<file path="config.mk">
export PLATFORM = sky130hd
export DESIGN_NAME = des_message_generator
export DESIGN_NICKNAME = d
export VERILOG_FILES = /design/src/rtl/des_message_generator.sv
export SDC_FILE = /design/constraint.sdc
export NUM_CORES = 1
export LEC_CHECK = 0
export CAP_MARGIN = 10
export CELL_PAD_IN_SITES_DETAIL_PLACEMENT = 1
export CELL_PAD_IN_SITES_GLOBAL_PLACEMENT = 1
export CORE_UTILIZATION = 39
export DETAILED_ROUTE_END_ITERATION = 8
export GPL_ROUTABILITY_DRIVEN = 1
export HOLD_SLACK_MARGIN = 0.1
export PLACE_DENSITY_LB_ADDON = 0.1
export SYNTH_ARGS = -nofsm -noshare
export SYNTH_HDL_FRONTEND = slang
export SYNTH_SLANG_ARGS = --single-unit
</file>
<file path="constraint.sdc">
create_clock -name clk -period 4.4 [get_ports clk]
set_input_delay 0.88 -clock clk [delete_from_list [all_inputs] [get_ports clk]]
set_output_delay 0.88 -clock clk [all_outputs]
set_load 0.02 [all_outputs]
</file>
<file path="src/rtl/des_message_generator.sv">
// Plaintext block source for the pipelined DES core: on start, emits a counted run of
// 64-bit Fibonacci-LFSR blocks, one per enabled cycle, then pulses done.
module des_message_generator #(
  parameter int          CNT_W        = 32,
  parameter logic [63:0] DEFAULT_SEED = 64'h0123456789ABCDEF
) (
  input  logic             clk,
  input  logic             rst_n,
  input  logic             start,
  input  logic [63:0]      seed,
  input  logic [CNT_W-1:0] num_messages,
  input  logic             enable,
  output logic [63:0]      message,
  output logic             message_valid,
  output logic             busy,
  output logic             done
);

  typedef enum logic [1:0] {S_IDLE, S_GEN, S_DONE} state_t;

  state_t           state, state_next;
  logic [63:0]      lfsr, lfsr_next;
  logic [CNT_W-1:0] remaining, remaining_next;
  logic             emit;

  // Taps 64,63,61,60: feedback enters at the LSB as the register shifts left.
  function automatic logic [63:0] lfsr_step(input logic [63:0] s);
    return {s[62:0], s[63] ^ s[62] ^ s[60] ^ s[59]};
  endfunction

  // After the last block GEN sees remaining==0 and spends one more cycle there,
  // which lines done up with the DONE state and keeps busy == (state != IDLE).
  always_comb begin
    state_next     = state;
    lfsr_next      = lfsr;
    remaining_next = remaining;
    emit           = 1'b0;
    case (state)
      S_IDLE: begin
        if (start) begin
          lfsr_next      = (seed == 64'd0) ? DEFAULT_SEED : seed;
          remaining_next = num_messages;
          state_next     = S_GEN;
        end
      end
      S_GEN: begin
        if (remaining == '0) begin
          state_next = S_DONE;
        end else if (enable) begin
          emit           = 1'b1;
          lfsr_next      = lfsr_step(lfsr);
          remaining_next = remaining - CNT_W'(1);
        end
      end
      S_DONE: begin
        state_next = S_IDLE;
      end
      default: begin
        state_next = S_IDLE;
      end
    endcase
  end

  // Outputs are registered from the next-state view so they line up with the state register.
  always_ff @(posedge clk) begin
    if (!rst_n) begin
      state         <= S_IDLE;
      lfsr          <= DEFAULT_SEED;
      remaining     <= '0;
      message       <= 64'd0;
      message_valid <= 1'b0;
      busy          <= 1'b0;
      done          <= 1'b0;
    end else begin
      state         <= state_next;
      lfsr          <= lfsr_next;
      remaining     <= remaining_next;
      message_valid <= emit;
      if (emit) begin
        message <= lfsr;
      end
      busy          <= (state_next != S_IDLE);
      done          <= (state_next == S_DONE);
    end
  end

endmodule

</file>
-- Word-level counts from Yosys, hierarchy flattened
Index checks and enable logic that the tools add are counted.
- add/subtract/negate cells: 1
- equality and inequality tests: 5
- muxes and demuxes: 15
- bitwise gates (word level): 3
- reductions and logical operators: 6
- operator list (operator ; count):
    two-way mux 64 bit ; 4
    one-hot mux 64 bit (2 select lines) ; 1
    two-way mux 32 bit ; 3
    logical NOT 64 bit ; 1
    one-hot mux 32 bit (2 select lines) ; 1
    logical NOT 32 bit ; 1
    subtractor 32 x 1 -> 32 bit (second input constant) ; 1
    inequality test 2 bit (second input constant) ; 3
    two-way mux 2 bit ; 2
    one-hot mux 2 bit (2 select lines) ; 1
    AND reduction 4 bit ; 1
    nonzero test 2 bit ; 2
    two-way mux 1 bit ; 3
    XOR 1 bit ; 3
    equality test 2 x 1 -> 1 bit (second input constant) ; 1
    equality test 2 bit (second input constant) ; 1
    logical NOT 2 bit ; 1
- flip-flop bits (word level): 165
- bits of input ports: 100
- output and inout bits: 67

-- Longest topological paths before layout
Gate-level depths: netlist of run 1.
- depth after elaboration: 6
- gate-level depth with buffers: 9
- depth with buffers taken out: 7

-- Least setup slack after synthesis of run 1
Ideal clock, no wire load.
- path kind: input-to-reg
- from: input port seed[53]
- to: register lfsr[10]
- library setup time: 74 ps
- arrival time: 2267 ps
- data required time: 4326 ps
- path slack: 2058 ps
- stages: 6
- buffers on the path: 1
- cells stage by stage: nor4_1 > nand4_1 > nor4_1 > clkbuf_1 > nor3_1 > o21ai_0
- word-level cells in the longest chain between the ends: 4
- ends and longest elaborated chain (element ; RTL line ; text):
    start, declared ; 10 ; input logic [63:0] seed,
    logical NOT 64 bit ; 41 ; lfsr_next = (seed == 64'd0) ? DEFAULT_SEED : seed;
    two-way mux 64 bit ; 41 ;
    two-way mux 64 bit ; 40 ; if (start) begin
    one-hot mux 64 bit (2 select lines) ; 38 ; case (state)
    end signal, assigned ; 76 ; lfsr <= lfsr_next;
    end, declared ; 22 ; logic [63:0] lfsr, lfsr_next;
Every way passes these cells. The select of a mux whose other input is x is not followed.
A chain may end at the register's enable or synchronous reset.

-- Final worst setup path of run 1
- from: input port seed[3]
- to: register lfsr[7]
Same word-level chain as after synthesis.

==> impl_metrics.csv, run 1 <==
group,metric,value,unit
place,dpl.hpwl,16.1,mm
synth,synth_largest_area_cell,"dfxtp_1",
final_layout,regArea,0.00330,mm2
synth,ys_ff_latch,165,
cts,cts_tree,"built",
power,seqPwrFrac,42.4,%
final_layout,num-nets-final,1205,
cts,postCtsHoldBufs,0,
global_route,grt.total_usage,25.8,%
run_status,outcome,"completed",
global_route,grt_pass1_vias,7566,
route,viasPerCell,5.66,
power,worst_ir_drop_vdd,0.000247,V
timing,rsz0062_at_grt,"no",
power,clockPowerShare,36.1,%
synth,ys_types,49,
flow_run,drv_cap,0,
timing,maxSlewHeadroom,25.5,%
timing,finalHoldViolCount,0,
power,p_total,0.00409,W
synth,avgSynthCellArea,7.54,um2
route,via_count,7638,
cts,clk_pin_slew_worst_paths,0.07,ns
place,finalWeightedCongestion,0.801,
timing,drv_slew,0,
synth,ys.warnings.count,0,
worst_setup_path,worstPathMaxFanout,32,
cts,cts_resized,0,
power,p_leak,3.45,nW
synth,synth_area_leaders,"dfxtp_1, nand2_1, a21oi_1",
worst_hold_path,min_path_type,"reg2reg",
final_layout,multiInputGateArea,0.00382,mm2
final_layout,num-fill-cells,2292,
worst_setup_path,critPathLaunchType,"input port",
worst_setup_path,worstReg2RegStart,"remaining[12]",
synth,synth_edf_count,0,
timing,fin_crit,3.17,ns
worst_setup_path,path_cells,"clkdlybuf4s50_1 > nor4_1 > nand4_1 > nor4_2 > buf_4 > nor3_1 > o21ai_0",
synth,ys.flop_type,"dfxtp_1",
timing,finClkSkew,0.0145,ns
power,p_int,0.00273,W
place,portBuffers,166,
floorplan,io_pins,167,
synth,synth_top_area_share,44.3,%
final_layout,fin_util,52.6,%
final_layout,layout_commonest_cell,"nand2_1",
cts,cts_setup_buffers,0,
worst_setup_path,critPathKind,"in2reg",
floorplan,die-area,0.0197,mm2
route,drc,0,
final_layout,final_cell_mix,"nand2_1, clkdlybuf4s50_1, dfxtp_1",
power,netSwitchingFraction,33.2,%
worst_setup_path,arrival,3.52,ns
worst_setup_path,crit_path_top_delay_cell,"nor4_1",
worst_setup_path,reg2reg_depth,6,
cts,cts-root-buf,"clkbuf_16",
worst_setup_path,end_kind,"register",
route,first_pass_iters,4,
route,totalWireLength,24.9,mm
timing,worstMarginPinSlew,1.11,ns
floorplan,start_util,39.9,%
global_route,antenna_found_initial,1,
route,drt-initial-drc-count,430,
floorplan,core,0.0187,mm2
worst_setup_path,setup.worst_path.start,"seed[3]",
global_route,grt-ovfl-total,0,
timing,finalCritPeriodShare,72.1,%
worst_setup_path,reg2reg_to,"message[14]",
power,p_switching,0.00136,W
global_route,grt_max_degree,82,
cts,cts_buffers,17,
worst_setup_path,cp.required,4.75,ns
final_layout,area_delta_synth_final,31.8,%
cts,insertion_delay,0.44,ns
synth,synth_cells,990,
timing,fmax,315,MHz
final_layout,drive_above_1_share,5.82,%
floorplan,die_x,140,um
power,p_comb_share,21.5,%
cts,clock_path_buffers,2,
synth,syn_area,0.00746,mm2
final_layout,diodes,0,
cts,ctsHtreeMaxLevel,4,
route,ant_nets,0,
synth,postSynth.asyncResetShare,0,%
worst_setup_path,crit_end,"lfsr[7]",
worst_setup_path,rrSetupSlack,1.53,ns
timing,setup_viol,0,
power,powerDensity,416,mW/mm2
cts,clock_sinks,165,
floorplan,die_h,140,um
global_route,grt_pass1_wl,39.9,mm
floorplan,placementRows,50,
worst_setup_path,slowest_delay,0.96,ns
synth,syn_nets,1092,
timing,tns,0,ns
route,wl_per_cell,18.4,um
synth,seq_area_frac_synth,44.3,%
==> cells in the mapped netlist (all sizes together) (3+ instances only) <==
library cell  instances
nor2                 50
nor4                 25
a21o                  5
o21ai                84
nand2b                3
nor3                 44
a211oi                3
clkbuf               70
nand4                10
and3                  4
nand2               244
a22oi                 4
a311oi               32
or3                   3
a21oi               137
o31ai                 5
inv                   6
and2                  3
a31o                  3
o32ai                11
dfxtp               165
a21boi                9
o2bb2ai               4
buf                  18
or4                   5
nand3                17
and4                  5
==> sequential cells by signal, summed over array words and instances, names as in the netlist <==
name and flops:
message 64, done 1, message_valid 1, busy 1, remaining 32, state 2, lfsr 64
==> cell families after synthesis <==
kind of cell | count (synthesis) | synth area share [%]
xor+xnor | 3 | 0.352
fa+ha+maj | 2 | 0.335
buf+inv | 94 | 5.01
simple gates | 420 | 25.4
compound gates | 306 | 24.6
flops | 165 | 44.3
==> power by group through the flow <==
stage          registers (W)  logic, W  clock network, W
2_1_floorplan        0.00177  0.000519                 0
3_3_place_gp         0.00176  0.000860                 0
3_5_place_dp         0.00177  0.000876                 0
4_1_cts              0.00173  0.000884           0.00150
5_1_grt              0.00175  0.000969           0.00157
6_report             0.00174  0.000880           0.00148
==> layer usage <==
metal	vias up	GRT usage, %	share of wire (%)
li1	3735	-	-
met1	3710	32.9	46
met2	167	42.3	47
met3	24	6.94	5.8
met4	2	8.21	1.5
met5	-	0	0.052
==> worst max-delay path: cells and delay by family <==
kind	cells	cell delay (ns)
buf+inv	2	0.85
simple gates	4	1.51
compound gates	1	0.23
==> final cells by class <==
type	instances	area share [%]
Clock buffer	17	4.33
Tap cell	234	2.98
Clock inverter	15	1.59
Sequential cell	165	33.6
Inverter	6	0.255
Multi-Input combinational cell	731	38.9
Timing Repair Buffer	182	18.4
==> how the worst min path moves through the flow <==
stage	startpoint	endpoint	slack, ns	cells after the start
floorplan	remaining[30]	remaining[30]	0.43	2
global route	message[6]	message[6]	0.47	2
detailed placement	remaining[30]	remaining[30]	0.44	2
CTS	remaining[30]	remaining[30]	0.45	2
finish	remaining[30]	remaining[30]	0.45	2
global placement	remaining[30]	remaining[30]	0.44	2
==> through the flow <==
| step | cell area [um2] | setup WS [ns] | hold slack (ns) | std cells |
|---|---|---|---|---|
| 6_report | 9830 | 1.23 | 0.452 | 1350 |
| 3_3_place_gp | 9250 | 0.903 | 0.436 | 1318 |
| 5_1_grt | 9830 | 0.982 | 0.466 | 1350 |
| 4_1_cts | 9830 | 1.26 | 0.454 | 1350 |
| 2_1_floorplan | 7460 | 2.06 | 0.429 | 990 |
| 3_5_place_dp | 9250 | 0.866 | 0.445 | 1318 |
Note: power is estimated with default switching activity, not from simulation.
==> run 2: changes to the inputs <==
--- a/config.mk
+++ b/config.mk
@@ -8,7 +8,7 @@
 export CAP_MARGIN = 10
 export CELL_PAD_IN_SITES_DETAIL_PLACEMENT = 1
 export CELL_PAD_IN_SITES_GLOBAL_PLACEMENT = 1
-export CORE_UTILIZATION = 39
+export CORE_UTILIZATION = 33
 export DETAILED_ROUTE_END_ITERATION = 8
 export GPL_ROUTABILITY_DRIVEN = 1
 export HOLD_SLACK_MARGIN = 0.1
==> constraint.sdc (replaced) <==
create_clock -name clk -period 2.9 [get_ports clk]
set_input_delay 0.58 -clock clk [delete_from_list [all_inputs] [get_ports clk]]
set_output_delay 0.58 -clock clk [all_outputs]
set_load 0.02 [all_outputs]
==> run 2 against run 1 <==
The run now ends with design-rule violations left. Clock-buffer cell count increased by 2. Final area increased by 2.2%. Routed wire length grew 1.9%. Sequential share of layout area shrank 0.73 points. Global-route usage fell by 3.3 points. Critical path depth unchanged. Clock skew about the same. Combinational power up 58%. Worst hold slack gained 0.00086 ns. Critical path type unchanged. Critical endpoint is now lfsr[31]. Largest cell class unchanged.
==> impl_metrics.csv, run 2 (same netlist as run 1, synthesis figures left out) <==
group,metric,value,unit
timing,setup_viol,0,
route,totalWireLength,25.3,mm
worst_hold_path,hold_depth,2,
global_route,grt-ovfl-total,0,
place,portBuffers,166,
global_route,antenna_found_initial,0,
final_layout,fin_util,45.6,%
floorplan,die_x,152,um
global_route,grt_max_degree,81,
final_layout,num-nets-final,1215,
worst_setup_path,crit_path_top_delay_cell,"nor4_1",
place,finalWeightedCongestion,0.793,
cts,ctsHtreeMaxLevel,4,
cts,cts_tree,"built",
run_status,violations,"design-rule violations",
timing,maxSlewHeadroom,42.9,%
power,powerDensity,624,mW/mm2
timing,tns,0,ns
power,p_leak,3.54,nW
route,drc,7,
place,dp.cells,1374,
place,dpl.hpwl,16.6,mm
worst_setup_path,end_kind,"register",
final_layout,diodes,0,
cts,cts_resized,0,
run_status,outcome,"complete, but fails checks",
floorplan,io_pins,167,
global_route,grt_pass1_wl,41.9,mm
final_layout,final_cell_mix,"nand2_1, clkdlybuf4s50_1, dfxtp_1",
worst_setup_path,worstPathMaxFanout,22,
cts,insertion_delay,0.43,ns
cts,cts_buffers,17,
floorplan,die-area,0.0232,mm2
cts,cts_setup_buffers,0,
timing,worstMarginPinSlew,0.856,ns
timing,finalHoldViolCount,0,
flow_run,drv_cap,0,
floorplan,die_h,152,um
floorplan,core,0.0220,mm2
worst_setup_path,critPathKind,"in2reg",
final_layout,layout_commonest_cell,"nand2_1",
floorplan,placementRows,54,
timing,setup_ws,0.394,ns
cts,clk_pin_slew_worst_paths,0.06,ns
place,dp_slack,0.0703,ns
worst_setup_path,reg2reg_depth,8,
worst_setup_path,critPathLaunchType,"input port",
global_route,grt_pass1_vias,7858,
cts,clock_path_buffers,2,
cts,clock_sinks,165,
route,viasPerCell,5.38,
timing,finClkSkew,0.0150,ns
worst_setup_path,path_cells,"clkdlybuf4s50_1 > nor4_1 > nand4_1 > nor4_2 > buf_4 > nor3_1 > o21ai_0",
worst_hold_path,min_path_type,"reg2reg",
route,drt-initial-drc-count,349,
final_layout,area_delta_synth_final,34.7,%
worst_setup_path,cp.required,3.25,ns
route,wl_per_cell,18.0,um
worst_setup_path,slowest_delay,0.66,ns
final_layout,reg_top3,"lfsr (64), message (64), remaining (32)",
route,via_count,7561,
route,first_pass_iters,6,
worst_setup_path,arrival,2.85,ns
timing,drv_slew,0,
final_layout,drive_above_1_share,6.66,%
cts,postCtsHoldBufs,0,
cts,cts-root-buf,"clkbuf_16",
floorplan,start_util,33.9,%
timing,fmax,399,MHz
power,worst_ir_drop_vdd,0.000273,V
route,ant_nets,0,
final_layout,stdcell_count,1406,
timing,timing.hold.ws,0.453,ns
timing,finalCritPeriodShare,86.4,%
timing,rsz0062_at_grt,"no",
timing,fin_crit,2.51,ns
global_route,grt.total_usage,22.5,%
run 2: cell count changes in the layout (fill, tap and decap cells not counted), sizes merged:
| cell | before | now |
|---|---|---|
| buf | 16 | 26 |
| clkinvlp | 2 | 1 |
| clkbuf | 17 | 19 |
| inv | 15 | 14 |
run 2: path summary, 6_finish.rpt:
path | startpoint | to | slack (ns)
setup / recovery | seed[9] | lfsr[31] | 0.39
hold / removal | remaining[30] | remaining[30] | 0.45
setup reg to reg | remaining[0] | remaining[1] | 0.43
hold reg to reg | remaining[30] | remaining[30] | 0.45
run 2: layout make-up:
type                       count  area, um2
clock buffer                  19        453
clock inverter                13        128
fill                        2664      12000
inverter                       6       25.0
multi-input combinational    731       3820
sequential                   165       3300
tap                          280        350
timing repair buffer         192       1970
run 2: metrics by stage:
stage          total power [W]  instance area [um2]
6_report               0.00627                10000
5_1_grt                0.00662                10000
4_1_cts                0.00635                10000
3_5_place_dp           0.00407                 9470
3_3_place_gp           0.00405                 9470
2_1_floorplan          0.00347                 7460
run 2: layer usage:
metal | part of all wire, % | global-route usage, %
met5 | 0 | 0
met2 | 46 | 36.8
met3 | 4.8 | 5.29
met1 | 48 | 29.6
met4 | 1.1 | 5.69
run 2: worst max-delay path: cells and delay by family:
kind / cells / cell delay [ns]
compound gates: 1 / 0.17
buf+inv: 2 / 0.77
simple gates: 4 / 1.32
run 2: power breakdown:
group / switching, W / leakage, nW / internal, W
logic: 0.000807 / 1.89 / 0.000581
clock network: 0.00107 / 0.284 / 0.00119
registers: 0.000166 / 1.36 / 0.00246
==> run 3: changes to the inputs <==
--- a/config.mk
+++ b/config.mk
@@ -9,6 +9,7 @@
 export CELL_PAD_IN_SITES_DETAIL_PLACEMENT = 1
 export CELL_PAD_IN_SITES_GLOBAL_PLACEMENT = 1
 export CORE_UTILIZATION = 33
+export CTS_CLUSTER_DIAMETER = 50
 export DETAILED_ROUTE_END_ITERATION = 8
 export GPL_ROUTABILITY_DRIVEN = 1
 export HOLD_SLACK_MARGIN = 0.1
==> results of run 3 <==
The final DEF is identical to that of run 2; final timing and power are the same.
